==> config.mk <==
export PLATFORM = sky130hd
export DESIGN_NAME = outport_display
export DESIGN_NICKNAME = d
export VERILOG_FILES = /design/src/rtl/outport_display.sv
export SDC_FILE = /design/constraint.sdc
export NUM_CORES = 1
export LEC_CHECK = 0
export ABC_AREA = 1
export CAP_MARGIN = 20
export CORE_MARGIN = 2
export CORE_UTILIZATION = 60
export DETAILED_ROUTE_END_ITERATION = 8
export HOLD_SLACK_MARGIN = 0.05
export PLACE_DENSITY_LB_ADDON = 0.05
export SYNTH_ARGS = -nofsm -noshare
export SYNTH_HDL_FRONTEND = slang
export SYNTH_SLANG_ARGS = --single-unit
export TNS_END_PERCENT = 5
==> constraint.sdc <==
create_clock -name clk -period 10.3 [get_ports clk]
set_input_delay 1.03 -clock clk [delete_from_list [all_inputs] [get_ports clk]]
set_output_delay 1.03 -clock clk [all_outputs]
set_load 0.01 [all_outputs]
==> src/rtl/outport_display.sv <==
`default_nettype none
// outport_display: latches CPU outport writes and scans them onto NUM_DIGITS
// multiplexed seven-segment digits in hex or decimal (sequential shift-add-3).
module outport_display #(
   parameter int NUM_DIGITS = 4,
   parameter int DATA_WIDTH = 32,
   parameter int SCAN_DIV   = 50000,
   parameter bit ACTIVE_LOW = 1'b1
) (
   input  logic                  clk,
   input  logic                  reset,
   input  logic                  in_write,
   input  logic [DATA_WIDTH-1:0] in_data,
   input  logic                  in_mode,
   input  logic                  in_blank_lz,
   output logic                  out_busy,
   output logic                  out_overflow,
   output logic [7:0]            out_seg,
   output logic [NUM_DIGITS-1:0] out_digit_en
);

   localparam int BCD_DIGITS = (DATA_WIDTH * 77) / 256 + 1;
   localparam int BCD_W      = BCD_DIGITS * 4;
   localparam int NIBS       = (BCD_DIGITS > NUM_DIGITS) ? BCD_DIGITS : NUM_DIGITS;
   localparam int CNT_W      = $clog2(DATA_WIDTH);
   localparam int SCAN_W     = (SCAN_DIV > 1) ? $clog2(SCAN_DIV) : 1;
   localparam int IDX_W      = (NUM_DIGITS > 1) ? $clog2(NUM_DIGITS) : 1;

   localparam logic [1:0] S_IDLE    = 2'd0;
   localparam logic [1:0] S_CONVERT = 2'd1;
   localparam logic [1:0] S_COMMIT  = 2'd2;

   localparam logic [NUM_DIGITS-1:0] EN_ONE = NUM_DIGITS'(1);
   localparam logic [NUM_DIGITS-1:0] EN_RST = ACTIVE_LOW ? ~EN_ONE : EN_ONE;
   localparam logic [7:0]            SEG_RST = ACTIVE_LOW ? 8'hC0 : 8'h3F;

   logic [1:0]              r_state;
   logic [CNT_W-1:0]        r_cnt;
   logic [DATA_WIDTH-1:0]   r_shreg;
   logic [BCD_W-1:0]        r_bcd;
   logic                    r_job_mode, r_job_blz;
   logic                    r_pend_valid, r_pend_mode, r_pend_blz;
   logic [DATA_WIDTH-1:0]   r_pend_data;
   logic [NUM_DIGITS*4-1:0] r_disp;
   logic                    r_disp_blz, r_disp_ovf;
   logic [SCAN_W-1:0]       r_scan_cnt;
   logic [IDX_W-1:0]        r_idx;
   logic [7:0]              r_seg;
   logic [NUM_DIGITS-1:0]   r_en;

   logic                    w_start, w_start_mode, w_start_blz;
   logic [DATA_WIDTH-1:0]   w_start_data;
   logic [BCD_W-1:0]        w_bcd_adj;
   logic [NIBS*4-1:0]       w_src;
   logic                    w_ovf;
   logic [3:0]              w_nib;
   logic                    w_upper_nz;
   logic [NUM_DIGITS-1:0]   w_onehot;
   logic [7:0]              w_code, w_glyph;

   // A COMMIT cycle chains straight into the next job: pending first, else a fresh write.
   always_comb begin
      w_start      = 1'b0;
      w_start_data = in_data;
      w_start_mode = in_mode;
      w_start_blz  = in_blank_lz;
      if (r_state == S_IDLE) begin
         w_start = in_write;
      end else if (r_state == S_COMMIT) begin
         if (r_pend_valid) begin
            w_start      = 1'b1;
            w_start_data = r_pend_data;
            w_start_mode = r_pend_mode;
            w_start_blz  = r_pend_blz;
         end else begin
            w_start = in_write;
         end
      end
   end

   always_comb begin
      w_bcd_adj = r_bcd;
      for (int i = 0; i < BCD_DIGITS; i++) begin
         if (r_bcd[4*i +: 4] >= 4'd5) w_bcd_adj[4*i +: 4] = r_bcd[4*i +: 4] + 4'd3;
      end
   end

   always_comb begin
      w_src = '0;
      if (r_job_mode) w_src[BCD_W-1:0] = r_bcd;
      else            w_src[DATA_WIDTH-1:0] = r_shreg;
      w_ovf = 1'b0;
      for (int i = NUM_DIGITS; i < NIBS; i++) begin
         if (w_src[4*i +: 4] != 4'd0) w_ovf = 1'b1;
      end
   end

   always_ff @(posedge clk or posedge reset) begin
      if (reset) begin
         r_state      <= S_IDLE;
         r_cnt        <= '0;
         r_shreg      <= '0;
         r_bcd        <= '0;
         r_job_mode   <= 1'b0;
         r_job_blz    <= 1'b0;
         r_pend_valid <= 1'b0;
         r_pend_data  <= '0;
         r_pend_mode  <= 1'b0;
         r_pend_blz   <= 1'b0;
         r_disp       <= '0;
         r_disp_blz   <= 1'b0;
         r_disp_ovf   <= 1'b0;
      end else begin
         case (r_state)
            S_IDLE: ;
            S_CONVERT: begin
               r_shreg <= r_shreg << 1;
               r_bcd   <= (w_bcd_adj << 1) | BCD_W'(r_shreg[DATA_WIDTH-1]);
               r_cnt   <= r_cnt + 1'b1;
               if (r_cnt == CNT_W'(DATA_WIDTH - 1)) r_state <= S_COMMIT;
               if (in_write) begin
                  r_pend_valid <= 1'b1;
                  r_pend_data  <= in_data;
                  r_pend_mode  <= in_mode;
                  r_pend_blz   <= in_blank_lz;
               end
            end
            S_COMMIT: begin
               r_disp     <= w_src[NUM_DIGITS*4-1:0];
               r_disp_blz <= r_job_blz;
               r_disp_ovf <= w_ovf;
               r_state    <= S_IDLE;
               if (r_pend_valid) begin
                  r_pend_valid <= in_write;
                  if (in_write) begin
                     r_pend_data <= in_data;
                     r_pend_mode <= in_mode;
                     r_pend_blz  <= in_blank_lz;
                  end
               end
            end
            default: r_state <= S_IDLE;
         endcase
         if (w_start) begin
            r_shreg    <= w_start_data;
            r_bcd      <= '0;
            r_cnt      <= '0;
            r_job_mode <= w_start_mode;
            r_job_blz  <= w_start_blz;
            r_state    <= w_start_mode ? S_CONVERT : S_COMMIT;
         end
      end
   end

   always_comb begin
      w_nib      = 4'd0;
      w_upper_nz = 1'b0;
      w_onehot   = '0;
      for (int i = 0; i < NUM_DIGITS; i++) begin
         if (r_idx == IDX_W'(i)) begin
            w_nib       = r_disp[4*i +: 4];
            w_onehot[i] = 1'b1;
         end
         if (IDX_W'(i) >= r_idx && r_disp[4*i +: 4] != 4'd0) w_upper_nz = 1'b1;
      end
   end

   always_comb begin
      case (w_nib)
         4'h0: w_code = 8'h3F;  4'h1: w_code = 8'h06;
         4'h2: w_code = 8'h5B;  4'h3: w_code = 8'h4F;
         4'h4: w_code = 8'h66;  4'h5: w_code = 8'h6D;
         4'h6: w_code = 8'h7D;  4'h7: w_code = 8'h07;
         4'h8: w_code = 8'h7F;  4'h9: w_code = 8'h6F;
         4'hA: w_code = 8'h77;  4'hB: w_code = 8'h7C;
         4'hC: w_code = 8'h39;  4'hD: w_code = 8'h5E;
         4'hE: w_code = 8'h79;  default: w_code = 8'h71;
      endcase
      if (r_disp_ovf)                                     w_glyph = 8'h40;
      else if (r_disp_blz && r_idx != '0 && !w_upper_nz)  w_glyph = 8'h00;
      else                                                w_glyph = w_code;
   end

   // Scan runs free of the FSM; a commit simply shows up on the next registered sample.
   always_ff @(posedge clk or posedge reset) begin
      if (reset) begin
         r_scan_cnt <= '0;
         r_idx      <= '0;
         r_seg      <= SEG_RST;
         r_en       <= EN_RST;
      end else begin
         r_seg <= ACTIVE_LOW ? ~w_glyph : w_glyph;
         r_en  <= ACTIVE_LOW ? ~w_onehot : w_onehot;
         if (r_scan_cnt == SCAN_W'(SCAN_DIV - 1)) begin
            r_scan_cnt <= '0;
            r_idx      <= (r_idx == IDX_W'(NUM_DIGITS - 1)) ? '0 : r_idx + 1'b1;
         end else begin
            r_scan_cnt <= r_scan_cnt + 1'b1;
         end
      end
   end

   assign out_busy     = (r_state != S_IDLE) | r_pend_valid;
   assign out_overflow = r_disp_ovf;
   assign out_seg      = r_seg;
   assign out_digit_en = r_en;

endmodule
`default_nettype wire
==> results of run 1 <==
==> cells in the mapped netlist <==
cell type | number | area [µm²]
or2_2 | 2 | 12.5
nand4_1 | 10 | 62.6
nand2_4 | 1 | 11.3
nor3b_1 | 1 | 7.51
a21oi_1 | 56 | 280
a22o_1 | 2 | 17.5
buf_4 | 1 | 7.51
xor2_1 | 15 | 131
o21a_1 | 1 | 7.51
nor2_4 | 2 | 22.5
a31oi_1 | 4 | 25.0
a21boi_4 | 1 | 18.8
o32ai_1 | 7 | 61.3
clkbuf_1 | 9 | 33.8
ha_1 | 34 | 425
buf_1 | 1 | 3.75
inv_1 | 164 | 616
nand3_1 | 32 | 160
inv_2 | 9 | 33.8
buf_2 | 19 | 95.1
dfrtp_1 | 159 | 3980
nor2_1 | 42 | 158
o21ai_0 | 156 | 781
nor2_2 | 1 | 6.26
nand2_1 | 140 | 526
nand2_2 | 4 | 25.0
conb_1 | 1 | 3.75
dfstp_2 | 4 | 105
nor3_1 | 13 | 65.1
buf_6 | 7 | 78.8
clkinv_1 | 1 | 3.75
o221ai_1 | 31 | 272
o21ai_2 | 1 | 8.76
nor4_1 | 2 | 12.5
a21boi_1 | 1 | 7.51
o211ai_1 | 9 | 67.6
o22ai_1 | 12 | 75.1
clkbuf_2 | 3 | 15.0
o21ai_1 | 32 | 160
mux2_4 | 2 | 30.0
==> sequential cells by signal (all words and copies together), names as in the netlist <==
signal and flops:
r_bcd 40, r_pend_data 32, r_shreg 32, r_disp 16, r_scan_cnt 16, out_seg 7
r_cnt 5, out_digit_en 4, r_idx 2, r_state 2, out_overflow 1, r_disp_blz 1
r_job_blz 1, r_job_mode 1, r_pend_blz 1, r_pend_mode 1, r_pend_valid 1
==> worst max-delay path, cell delays in order, from the launching register on <==
cell and delay [ps]:
dfrtp_1 440, inv_2 60, nor2_4 370, nand2_2 660, nand2_2 290, inv_2 90
nand2_4 610, inv_2 130, a22o_1 210
==> final timing paths <==
path	from	to	slack, ps
worst min register to register	r_cnt[3]	r_cnt[3]	460
worst max-delay path	r_state[1]	r_cnt[4]	7330
worst max register to register	r_state[1]	r_cnt[4]	7330
max in group asynchronous	reset	r_scan_cnt[6]	7690
min in group asynchronous	reset	r_pend_data[6]	1160
worst min-delay path	r_cnt[3]	r_cnt[3]	460
==> cell type report <==
class	count	share of cell area (%)
clock buffer	25	5.33
clock inverter	5	0.528
inverter	174	6.94
multi-input combinational	615	36.4
sequential	163	43.1
tap	180	2.37
timing repair buffer	52	5.41
==> cell families (layout without fill, tap and decap cells) <==
| family | Yosys count | in the layout | synth area share [%] |
|---|---|---|---|
| AO/OA/AOI/OAI | 313 | 313 | 21.2 |
| other | 1 | 1 | 0.0446 |
| buffers and inverters | 214 | 256 | 10.5 |
| AND/OR/NAND/NOR | 250 | 250 | 12.7 |
| multiplexers | 2 | 2 | 0.357 |
| flip-flops | 163 | 163 | 48.5 |
| adder cells (fa/ha/maj) | 34 | 34 | 5.06 |
| XOR/XNOR | 15 | 15 | 1.56 |
==> through the flow <==
| step | utilization, % | power [mW] | cells | cell area [µm²] | hold slack, ps |
|---|---|---|---|---|---|
| after floorplan | - | 1.57 | 992 | 8410 | 433 |
| after global placement | 64.8 | 1.74 | 1184 | 8930 | 454 |
| after detailed placement | 64.8 | 1.77 | 1184 | 8930 | 452 |
| after CTS | 68.9 | 2.37 | 1214 | 9480 | 466 |
| after global routing | 68.9 | 2.54 | 1214 | 9480 | 482 |
| final | 68.9 | 2.36 | 1214 | 9480 | 463 |
==> power by group through the flow <==
stage / Clock (mW) / Sequential (mW) / Combinational, mW
finish: 0.600 / 0.962 / 0.798
CTS: 0.607 / 0.959 / 0.804
global placement: 0 / 0.963 / 0.776
floorplan: 0 / 0.930 / 0.645
global route: 0.636 / 0.985 / 0.917
detailed placement: 0 / 0.968 / 0.797
==> routing by layer <==
metal  share of wire (%)  up-vias  global-route usage (%)
li1                    -     3374                       -
met2                  47      119                    41.2
met4                0.93        0                    6.32
met1                  49     3206                    35.7
met5                   0        -                       0
met3                 2.7       19                    4.79
==> results.ini, run 1 <==
[sta]
setup_violations=0
fmax_mhz=337
slew_headroom_pct=35.8
worst-slew-pin-transition_ps=959
setup_tns_ps=0
fin_ws_ps=7330
hold_viol=0
slew_violations=0
period_share_pct=28.8
skew_ps=7.96
rsz0062_at_grt=false
period_needed_ps=2970

[worst_setup_path]
arrival_ps=3280
reg2reg_depth=8
required_ps=10610
path_max_fanout=73
cp-start-kind=flop
end_kind=flop
criticalPathCategory=reg -> reg

[pwr]
swShare_pct=37.4
comb_power_share_pct=33.8
p_leak_nw=4.56
cellInternalPower_mw=1.48
clockPowerShare_pct=25.4
ir_drop_v=0.000242
pwr-share-seq_pct=40.8
power_density_mw_per_mm2=249
p_sw_uw=882

[layout]
multi_input_area_mm2=0.00345
regArea_mm2=0.00408
drive_above_1_share_pct=5.61
final_common_cell=inv_1
layout_common_cells=inv_1, dfrtp_1, o21ai_0
final_nets=1094
area_delta_synth_final_pct=12.7
antenna_cells=0
n_fill_cell=1104

[floorplan]
die_y_um=122
rows=43
die_w_um=122
ios=51
dieArea_mm2=0.0150
fp.coreArea_mm2=0.0138
start_util_pct=61.1

[clock_tree]
cts_tree=done
cts-root-buf=clkbuf_16
clk_latency_ps=420
cts_buffer_depth=2
cts-htree-levels=4
clk_pin_slew_ps=60
cts-buffers-inserted=17
cts_hold_buf=0
numClockSinks=163
post_cts_resized=0
post_cts_buffers=0

[drt]
via_count=6718
drt_pre_antenna_iters=5
drc_errors=0
vias_per_cell=5.53
routedWlPerCell_um=14.5
wl_um=17600
postRouteAntennaNets=0
dr.first_iter.drc_count=526

[synthesis]
syn_nets=1063
ys.warnings.count=0
synth-seq-cells=163
synth_seq_area_share_pct=48.5
netlist-cell-type-count=40
avgSynthCellArea_um2=8.48
netlist_area_mm2=0.00841
syn_inst=992

[placement]
dp_slack_ps=6880
place_hpwl_um=11700
place_congestion=0.847
port_buffers=49

[global_routing]
antenna_found_initial=0
grt_overflow_total=0
grt_start_max_net_pins=88
first_global_vias=6533
grt_usage_pct=25.5
grt_pass1_wl_um=30400

[min_path]
min_path_type=reg -> reg
hold_depth=1

[status]
status=finished clean

[run]
cap_violations=0

No activity file was read; power rests on OpenSTA's default activity.
==> run 2: changes to the inputs <==
Settings changed: CORE_UTILIZATION 60 to 54.
Clock period 10.3 ns to 2.4 ns, I/O delays scaled along.
==> run 2 against run 1 <==
  * Flip-flop and latch count did not move
  * Register-to-register slack worse by 7100 ps
  * Critical path type unchanged
  * Largest power group unchanged
  * Critical path depth fell by 1
==> results.ini, run 2 (synthesis results as in run 1) <==
[status]
status=finished clean

[layout]
multi_input_area_mm2=0.00345
reg.largest.list=r_bcd (40), r_pend_data (32), r_shreg (32)
design_area_mm2=0.00965
antenna_cells=0
largest_reg_flops=40
n_fill_cell=1333
regArea_mm2=0.00408
final_common_cell=inv_1
max_flop_register=r_bcd
layout_common_cells=inv_1, dfrtp_1, o21ai_0
area_delta_synth_final_pct=14.7
drive_above_1_share_pct=6.98
final_nets=1106

[floorplan]
ios=51
die_y_um=129
start_util_pct=55.3
dieArea_mm2=0.0166
rows=45
die_w_um=129
fp.coreArea_mm2=0.0152

[worst_setup_path]
path_max_fanout=8
criticalPathCategory=reg -> reg
slowest_stage=o21ai_0
slowest_delay_ps=530
required_ps=2770
cp_cell_sequence=ha_1 > inv_1 > o21ai_0 > ha_1 > o21ai_0 > nand2_1 > nand2_1
cp-start-kind=flop
end_kind=flop
arrival_ps=2510

[placement]
port_buffers=49
place_hpwl_um=12000
post_dp_cell_area_mm2=0.00906
place_congestion=0.859

[sta]
skew_ps=7.70
rsz0062_at_grt=false
hold_viol=0
fmax_mhz=467
period_needed_ps=2140
setup_tns_ps=0
setup_violations=0
worst-slew-pin-transition_ps=619
slew_headroom_pct=58.3
period_share_pct=89.3
slew_violations=0

[pwr]
ir_drop_v=0.000990
power_mw=10.4
p_leak_nw=4.63
power_density_mw_per_mm2=1070

[clock_tree]
cts-buffers-inserted=17
post_cts_resized=0
numClockSinks=163
post_cts_buffers=0
cts_buffer_depth=2
cts-root-buf=clkbuf_16
cts_tree=done
clk_pin_slew_ps=60
clk_latency_ps=430
cts-htree-levels=4
cts_hold_buf=0

[drt]
topRoutingLayerUsed=met4
postRouteAntennaNets=0
via_count=6625
dr.first_iter.drc_count=436
routedWlPerCell_um=14.0
vias_per_cell=5.37
wl_met1_um=8560
drc_errors=0
wl_met2_um=8000
route.met3.wl_um=515
wl_um=17200
drt_pre_antenna_iters=4

[run]
cap_violations=0

[global_routing]
antenna_found_initial=0
grt_pass1_wl_um=30600
grt_start_max_net_pins=103
first_global_vias=6465
grt_overflow_total=0
grt_usage_pct=22.9

[min_path]
min_path_type=in -> async

run 2: cell types whose count changed in the layout (fill, tap and decap cells not counted), moves of 2 or more:
| cell | before | now |
|---|---|---|
| clkinvlp_4 | 0 | 4 |
| buf_4 | 3 | 12 |
| buf_12 | 0 | 3 |
| clkbuf_8 | 5 | 3 |
| clkbuf_1 | 3 | 1 |
run 2: final timing paths:
kind	depth (start not counted)	startpoint	end	slack (ps)
max	7	r_idx[1]	out_seg[1]	260
min	3	reset	r_pend_data[14]	260
max reg2reg	7	r_idx[1]	out_seg[1]	260
min reg2reg	1	r_cnt[3]	r_cnt[3]	460
max in group asynchronous	3	reset	r_disp[2]	1600
min in group clk	3	in_mode	r_pend_mode	370
run 2: critical path: cells and delay by family, from the launching register on:
family	cells	cell delay, ps
buf+inv	1	130
fa+ha+maj	2	680
simple gates	2	120
compound gates	2	720
flops	1	420
run 2: report_power, final:
part | internal [mW] | switching (mW)
registers | 3.62 | 0.432
logic | 1.32 | 2.32
clock network | 1.60 | 1.07
run 2: final cells by class:
type / instances / share of cell area, %
clock inverter: 9 / 1.10
clock buffer: 21 / 4.88
timing repair buffer: 64 / 6.64
sequential: 163 / 42.3
multi-input combinational: 615 / 35.8
tap: 188 / 2.44
inverter: 174 / 6.81
run 2: per-layer routing:
layer | vias to the layer above | GRT usage, %
met2 | 87 | 36.7
met5 | - | 0
li1 | 3399 | -
met3 | 17 | 4.74
met4 | 0 | 5.56
met1 | 3122 | 32.3
run 2: metrics by stage:
step | hold slack [ps] | util (%) | setup slack [ps] | cells
final | 264 | 63.4 | 257 | 1234
after global routing | 318 | 63.4 | 78.0 | 1234
after CTS | 279 | 63.4 | 199 | 1234
after detailed placement | 455 | 59.6 | 220 | 1204
after global placement | 451 | 59.6 | 276 | 1204
after floorplan | 385 | - | 92.5 | 992
